[src/rtl/lc3_pkg.sv]
// Shared types and constants for the LC-3 memory controller: FSM states,
// default memory geometry and device-register addresses.
package lc3_pkg;

   typedef enum logic [1:0] {
      ST_IDLE    = 2'd0,
      ST_ACCESS  = 2'd1,
      ST_CAPTURE = 2'd2,
      ST_RESP    = 2'd3
   } state_t;

   localparam int          MEM_AW_DEF    = 7;
   localparam logic [15:0] MMIO_BASE_DEF = 16'hFE00;

   // Offsets of the device registers within the MMIO page
   localparam logic [15:0] KBSR_OFS = 16'h0000;
   localparam logic [15:0] KBDR_OFS = 16'h0002;
   localparam logic [15:0] DSR_OFS  = 16'h0004;
   localparam logic [15:0] DDR_OFS  = 16'h0006;

   localparam logic [15:0] KBSR_ADDR = MMIO_BASE_DEF + KBSR_OFS;
   localparam logic [15:0] KBDR_ADDR = MMIO_BASE_DEF + KBDR_OFS;
   localparam logic [15:0] DSR_ADDR  = MMIO_BASE_DEF + DSR_OFS;
   localparam logic [15:0] DDR_ADDR  = MMIO_BASE_DEF + DDR_OFS;

   function automatic logic [15:0] reg_addr(input logic [15:0] base, input logic [15:0] ofs);
      return base + ofs;
   endfunction

endpackage

[src/rtl/lc3_mmio_regs.sv]
// LC-3 device registers (KBSR/KBDR/DSR/DDR): address decode, read mux and
// the keyboard-acknowledge / display-write side effects.
module lc3_mmio_regs
   import lc3_pkg::*;
#(
   parameter logic [15:0] MMIO_BASE = MMIO_BASE_DEF
) (
   input  logic        clk,
   input  logic        rst_n,
   input  logic        access,
   input  logic        we,
   input  logic [15:0] addr,
   input  logic [7:0]  wdata,
   input  logic        kbd_valid,
   input  logic [7:0]  kbd_data,
   input  logic        dsp_ready,
   output logic        hit,
   output logic [15:0] rdata,
   output logic        werr,
   output logic        kbd_ack,
   output logic        dsp_valid,
   output logic [7:0]  dsp_data
);

   logic is_kbsr, is_kbdr, is_dsr, is_ddr, fire;

   assign is_kbsr = (addr == reg_addr(MMIO_BASE, KBSR_OFS));
   assign is_kbdr = (addr == reg_addr(MMIO_BASE, KBDR_OFS));
   assign is_dsr  = (addr == reg_addr(MMIO_BASE, DSR_OFS));
   assign is_ddr  = (addr == reg_addr(MMIO_BASE, DDR_OFS));
   assign hit     = is_kbsr | is_kbdr | is_dsr | is_ddr;

   always_comb begin
      rdata = 16'h0000;
      if (is_kbsr)     rdata = {kbd_valid, 15'b0};
      else if (is_kbdr) rdata = {8'h00, kbd_data};
      else if (is_dsr)  rdata = {dsp_ready, 15'b0};
      else if (is_ddr)  rdata = {8'h00, dsp_data};
   end

   // Only a DDR write with the display ready is accepted; every other write is dropped
   assign werr    = ~(is_ddr & dsp_ready);
   assign fire    = access & we & is_ddr & dsp_ready;
   assign kbd_ack = access & ~we & is_kbdr;

   always_ff @(posedge clk) begin
      if (!rst_n) begin
         dsp_valid <= 1'b0;
         dsp_data  <= 8'h00;
      end else begin
         dsp_valid <= fire;
         if (fire) dsp_data <= wdata;
      end
   end

endmodule

[src/rtl/lc3_mem_ctrl.sv]
// LC-3 MAR/MDR memory controller: IDLE/ACCESS/CAPTURE/RESP sequencing onto a
// synchronous RAM. Define LC3_MMIO_EN to add the device-register page.
module lc3_mem_ctrl
   import lc3_pkg::*;
#(
   parameter int          MEM_AW    = MEM_AW_DEF,
   parameter logic [15:0] MMIO_BASE = MMIO_BASE_DEF
) (
   input  logic              clk,
   input  logic              rst_n,
   input  logic              req_valid,
   output logic              req_ready,
   input  logic              req_we,
   input  logic [15:0]       req_addr,
   input  logic [15:0]       req_wdata,
   output logic              rsp_valid,
   input  logic              rsp_ready,
   output logic [15:0]       rsp_data,
   output logic              rsp_err,
   output logic              mem_we,
   output logic              mem_re,
   output logic [MEM_AW-1:0] mem_waddr,
   output logic [MEM_AW-1:0] mem_raddr,
   output logic [15:0]       mem_d,
   input  logic [15:0]       mem_q,
   input  logic              mem_ready,
   input  logic              kbd_valid,
   input  logic [7:0]        kbd_data,
   output logic              kbd_ack,
   input  logic              dsp_ready,
   output logic              dsp_valid,
   output logic [7:0]        dsp_data
);

   state_t      state, state_nxt;
   logic [15:0] mar, mdr;
   logic        we, err;
   logic        in_access, out_of_range;
   logic        mmio_hit, mmio_werr;
   logic [15:0] mmio_rdata;

   // Strobes are qualified by rst_n so a reset during ACCESS never writes memory
   assign in_access    = (state == ST_ACCESS) & rst_n;
   assign out_of_range = (mar >> MEM_AW) != 16'd0;

   always_ff @(posedge clk) begin
      if (!rst_n) begin
         state <= ST_IDLE;
         mar   <= 16'h0000;
         mdr   <= 16'h0000;
         we    <= 1'b0;
         err   <= 1'b0;
      end else begin
         state <= state_nxt;
         case (state)
            ST_IDLE: begin
               if (req_valid) begin
                  mar <= req_addr;
                  mdr <= req_wdata;
                  we  <= req_we;
                  err <= 1'b0;
               end
            end
            ST_ACCESS: begin
               if (out_of_range) begin
                  if (!mmio_hit || (we && mmio_werr)) err <= 1'b1;
                  else if (!we)                        mdr <= mmio_rdata;
               end
            end
            ST_CAPTURE: begin
               if (!out_of_range) mdr <= mem_q;
            end
            default: ;
         endcase
      end
   end

   always_comb begin
      state_nxt = state;
      req_ready = 1'b0;
      rsp_valid = 1'b0;
      rsp_err   = 1'b0;
      rsp_data  = 16'h0000;
      case (state)
         ST_IDLE: begin
            req_ready = rst_n;
            if (req_valid) state_nxt = ST_ACCESS;
         end
         ST_ACCESS:  state_nxt = we ? ST_RESP : ST_CAPTURE;
         ST_CAPTURE: state_nxt = ST_RESP;
         ST_RESP: begin
            rsp_valid = 1'b1;
            rsp_err   = err;
            rsp_data  = err ? 16'h0000 : mdr;
            if (rsp_ready) state_nxt = ST_IDLE;
         end
         default: state_nxt = ST_IDLE;
      endcase
   end

   assign mem_we    = in_access & we & ~out_of_range;
   assign mem_re    = in_access & ~we & ~out_of_range;
   assign mem_waddr = mar[MEM_AW-1:0];
   assign mem_raddr = mar[MEM_AW-1:0];
   assign mem_d     = mdr;

   // The FSM never waits on mem_ready; the memory must always be ready when strobed
   always_ff @(posedge clk) begin
      if (rst_n && (mem_we || mem_re)) assert (mem_ready);
   end

`ifdef LC3_MMIO_EN
   lc3_mmio_regs #(
      .MMIO_BASE (MMIO_BASE)
   ) u_mmio (
      .clk       (clk),
      .rst_n     (rst_n),
      .access    (in_access),
      .we        (we),
      .addr      (mar),
      .wdata     (mdr[7:0]),
      .kbd_valid (kbd_valid),
      .kbd_data  (kbd_data),
      .dsp_ready (dsp_ready),
      .hit       (mmio_hit),
      .rdata     (mmio_rdata),
      .werr      (mmio_werr),
      .kbd_ack   (kbd_ack),
      .dsp_valid (dsp_valid),
      .dsp_data  (dsp_data)
   );
`else
   logic unused_dev;
   assign unused_dev = ^{kbd_valid, kbd_data, dsp_ready};
   assign mmio_hit   = 1'b0;
   assign mmio_werr  = 1'b0;
   assign mmio_rdata = 16'h0000;
   assign kbd_ack    = 1'b0;
   assign dsp_valid  = 1'b0;
   assign dsp_data   = 8'h00;
`endif

endmodule

[config.mk]
export PLATFORM = sky130hd
export DESIGN_NAME = lc3_mem_ctrl
export DESIGN_NICKNAME = d
export VERILOG_FILES = /design/src/rtl/lc3_pkg.sv /design/src/rtl/lc3_mmio_regs.sv /design/src/rtl/lc3_mem_ctrl.sv
export SDC_FILE = /design/constraint.sdc
export NUM_CORES = 1
export LEC_CHECK = 0
export BUFFER_PORTS_ARGS = -buffer_cell sky130_fd_sc_hd__buf_2
export CAP_MARGIN = 25
export CORE_UTILIZATION = 39
export CTS_CLUSTER_DIAMETER = 100
export DETAILED_ROUTE_END_ITERATION = 7
export PLACE_DENSITY = 0.81
export SLEW_MARGIN = 20
export SYNTH_ARGS = -nofsm -noshare
export SYNTH_HDL_FRONTEND = slang
export SYNTH_SLANG_ARGS = --single-unit
[constraint.sdc]
create_clock -name clk -period 1.7 [get_ports clk]
set_input_delay 0.085 -clock clk [delete_from_list [all_inputs] [get_ports clk]]
set_output_delay 0.085 -clock clk [all_outputs]
set_load 0.005 [all_outputs]
**Yosys cells after proc, flatten, opt, wreduce, memory -nomap -nowiden**

Cells that the tools add are included.

- Multiplexer cells: 15
- Bitwise operators: 7
- Reductions and logical operators: 8
- Eq/ne operators: 7

Operators by type and width:

| cell | count |
|---|---|
| 2-to-1 mux 16 bit | 4 |
| case mux 16 bit (2 select lines) | 1 |
| nonzero test 16 bit | 1 |
| != test 2 bit, second input constant | 4 |
| case mux 2 bit (4 select lines) | 1 |
| 2-to-1 mux 1 bit | 6 |
| AND reduction 3 bit | 2 |
| AND 1 bit | 5 |
| == test 2 bit, second input constant | 2 |
| 2-to-1 mux 2 bit | 2 |
| AND reduction 2 bit | 2 |
| nonzero test 2 bit | 2 |
| == test 2 x 1 -> 1 bit, second input constant | 1 |
| logical NOT 2 bit | 1 |
| inverter 1 bit | 2 |
| case mux 1 bit (2 select lines) | 1 |

- Bits of input ports: 64
- Flip-flop bits (word level): 36
- Output and inout port bits: 61
- Word-level logic and storage cells: 42

**Longest topological paths before layout**

- Depth after elaboration: 4
- Mapped depth: 7
- Gate-level depth less buffers: 6

**Least setup slack after synthesis**

Ideal clock, no wire load.

- Path type: register to register
- From: register state[0]
- To: register mdr[13], in the netlist mem_d[13]
- Setup slack: 0.125 ns
- Required time: 1.628 ns
- Stages on the path, launching flop included: 8
- Data arrival time: 1.504 ns
- Clock period less this slack: 1.575 ns
- Setup time: 0.072 ns
- Path buffers: 2
- Cells stage by stage: dfxtp_1 inv_1 ha_1 buf_2 nand2_1 o22ai_4 buf_12 mux2i_1

- Longest elaborated chain between the ends: 3
- Elaborated cells on any way between the ends: 7
- Classes of those cells: eq/ne: 3; mux: 1; reduce/logical: 3

RTL lines:

| element | line | text |
|---|---|---|
| start: declaration | lc3_mem_ctrl.sv:35 | `state_t state, state_nxt;` |
| start signal: assignment | lc3_mem_ctrl.sv:54 | `state <= state_nxt;` |
| == test 2 bit or logical NOT 2 bit (tied branches) | lc3_mem_ctrl.sv:55 | `case (state)` |
| != test 2 bit (no source line) or nonzero test 2 bit (tied branches) | n/a |  |
| AND reduction 3 bit (no source line) | n/a |  |
| end signal: assignment | lc3_mem_ctrl.sv:59 | `mdr <= req_wdata;` |
| end signal: assignment | lc3_mem_ctrl.sv:67 | `else if (!we) mdr <= mmio_rdata;` |
| end signal: assignment | lc3_mem_ctrl.sv:71 | `if (!out_of_range) mdr <= mem_q;` |
| end: declaration | lc3_mem_ctrl.sv:36 | `logic [15:0] mar, mdr;` |

Parallel ways exist; a longest one is shown, timed or not.
A chain may end at the register's enable or synchronous reset.

**Worst setup path in the final report**

- From: register state[0]
- To: register mdr[10], in the netlist mem_d[10]

The elaborated chain is that of the path after synthesis.

==> results.ini <==
[run_status]
status=finished, final reports clean

[detailed_routing]
postRouteAntennaNets=0
totalWireLength_mm=4.498
avgViaCountPerCell=4.570
first_pass_iters=4
route.detailed.drc=0
routedWlPerCell_um=11.39
vias=1805
drt_iter0_markers=68

[power_and_ir_drop]
peakVddDrop_mv=0.7415
p_total_mw=3.464
powerDensity_mw_per_mm2=1342
leakagePower_nw=1.295

[floorplan]
die_w_um=73.58
die_height_um=73.58
coreArea_sq_mm=0.004817
io_pins=125
rows=25
start_util=0.4148
dieArea_sq_mm=0.005414

[synth]
syn_inst=238
yosys-top-cells-area=dfxtp_1 36%, nand2_1 13%, buf_4 9.0%
yosys_warnings=0
syn_area_sq_mm=0.001998
ys_seq_area_frac=0.3607
synth.distinct_cells=26
syn_avg_cell_area_sq_um=8.396
synth_area_leader_cell=dfxtp_1
ys_ff_latch=36
synth_top_area_share=0.3607

[global_routing]
gr-usage-met2=0.3129
grt_usage=0.1676
grt_max_degree=20
grt.met1_usage=0.1851
grt_pass1_vias=1630
grt_pass1_wl_mm=6.982
use_met3=0.03704
antenna_found_initial=0
grt_overflow=0
grt-busiest-layer=met2

[cells_and_area]
drive_above_1_share=0.4299
seq_area_sq_um=721.9
mostFrequentLayoutCells=103 x buf_2, 69 x nand2_1, 35 x dfxtp_1
final_area_sq_mm=0.002581
layout_commonest_cell=buf_2
num-fill-cells=492
diodes=0
nNetsFinal=396
multi_input_comb_area_sq_mm=0.001064
area_delta_synth_final_pct=29.18

[setup_path]
crit_slowest_cell=dfxtp_1
worst-path-max-fanout=18
cp.required_ns=1.91
critPathArrivalTime_ns=1.77
critPathMaxStageDelay_ns=0.38
crit_chain=inv_2 > ha_1 > buf_12 > o22ai_4 > clkbuf_16 > mux2i_1
startpoint_type=flop
path_class=reg2reg
end_kind=flop

[place]
gp_congestion=0.7713
place_area_sq_mm=0.002450
pre_cts_ws_ns=-0.01295
io_buffers=103
dp_hpwl_mm=3.383

[sta]
layout_setup_ws_ns=0.1395
fmax_ghz=0.6408
finalSetupViolCount=0
final_hold_viol_count=0
setup_tns_ns=0
fin_worst_skew_ns=0.006317
period_share=0.9180
min_period_ns=1.561
rsz0062_at_grt=no
finalMaxSlewViolations=0

[clock_tree]
clock_sinks=36
clock_path_buffers=2
insertion_delay_ns=0.28
cts_root_buf=clkbuf_8
clkSlewWorstSetupHoldPaths_ns=0.07
cts_tree=done
cts-htree-levels=2
cts_buffers=5

[worst_hold_path]
hold_class=in2reg

[job]
drv_cap=0

## synthesized netlist by cell type (all sizes together)
cell type	n
a21boi	3
dfxtp	36
nor3	4
nand2b	1
o21ai	1
conb	1
mux2	16
a211oi	1
a221oi	1
mux2i	17
ha	5
nand3	1
clkbuf	8
and2	19
nor4	1
inv	5
nor2	2
nor2b	1
a21oi	17
nand2	69
o22ai	1
buf	28
## worst max-delay path: cells and delay by family (launching register included)
| kind | cells | cell delay (ns) |
|---|---|---|
| adder cells (fa/ha/maj) | 1 | 0.23 |
| multiplexers | 1 | 0.18 |
| flip-flops | 1 | 0.38 |
| AO/OA/AOI/OAI | 1 | 0.23 |
| buffers and inverters | 3 | 0.47 |
## kinds of logic (layout without fill, tap and decap cells)
kind of cell    count (synthesis)  count (layout)  share of synthesized area
compound gates                 24              24                    0.07451
buf+inv                        41             122                     0.1315
flops                          36              36                     0.3607
simple gates                   98              98                     0.2248
mux                            33              33                     0.1753
fa+ha+maj                       5               5                    0.03131
other cells                     1              10                   0.001877
## layout make-up
cell class / count / area share
clock buffer: 8 / 0.03490
inverter: 5 / 0.007271
multi-input combinational: 170 / 0.4120
sequential: 36 / 0.2797
tap: 67 / 0.03248
timing repair buffer: 109 / 0.2336
## stage by stage
step	utilization	instances	hold slack, ns
2_1_floorplan	-	247	0.2198
3_3_place_gp	0.5086	386	0.3281
3_5_place_dp	0.5086	386	0.3341
4_1_cts	0.5288	394	0.02882
5_1_grt	0.5358	395	0.02785
6_report	0.5358	395	0.03780
## timing repair
item                       4_1_cts  5_1_grt
cloned                           0        1
pin swaps                        0        1
setup endpoints to repair       16       21
resized for setup                2        5
hold buffers                     0        0
buffers inserted                 0        0
## power breakdown
group / switching, mW / internal [mW]
Sequential: 0.170 / 1.08
Combinational: 0.777 / 0.835
Clock: 0.274 / 0.330
## state kept, by name, indices dropped and copies added (netlist names)
name   count
err        1
mar       16
mem_d     16
state      2
we         1
## final timing paths
kind	cells past startpoint	start	slack (ns)	end
max	6	state[0]	0.14	mem_d[10]
min	3	req_addr[8]	0.04	mar[8]
max reg2reg	6	state[0]	0.14	mem_d[10]
min reg2reg	2	mar[12]	0.46	mar[12]
## metal layers
layer | share of wire | routed length (um)
met5 | 0 | 0
met4 | 0.011 | 51
met3 | 0.033 | 149
met2 | 0.53 | 2403
met1 | 0.42 | 1894
No activity file was read; power rests on OpenSTA's default activity.
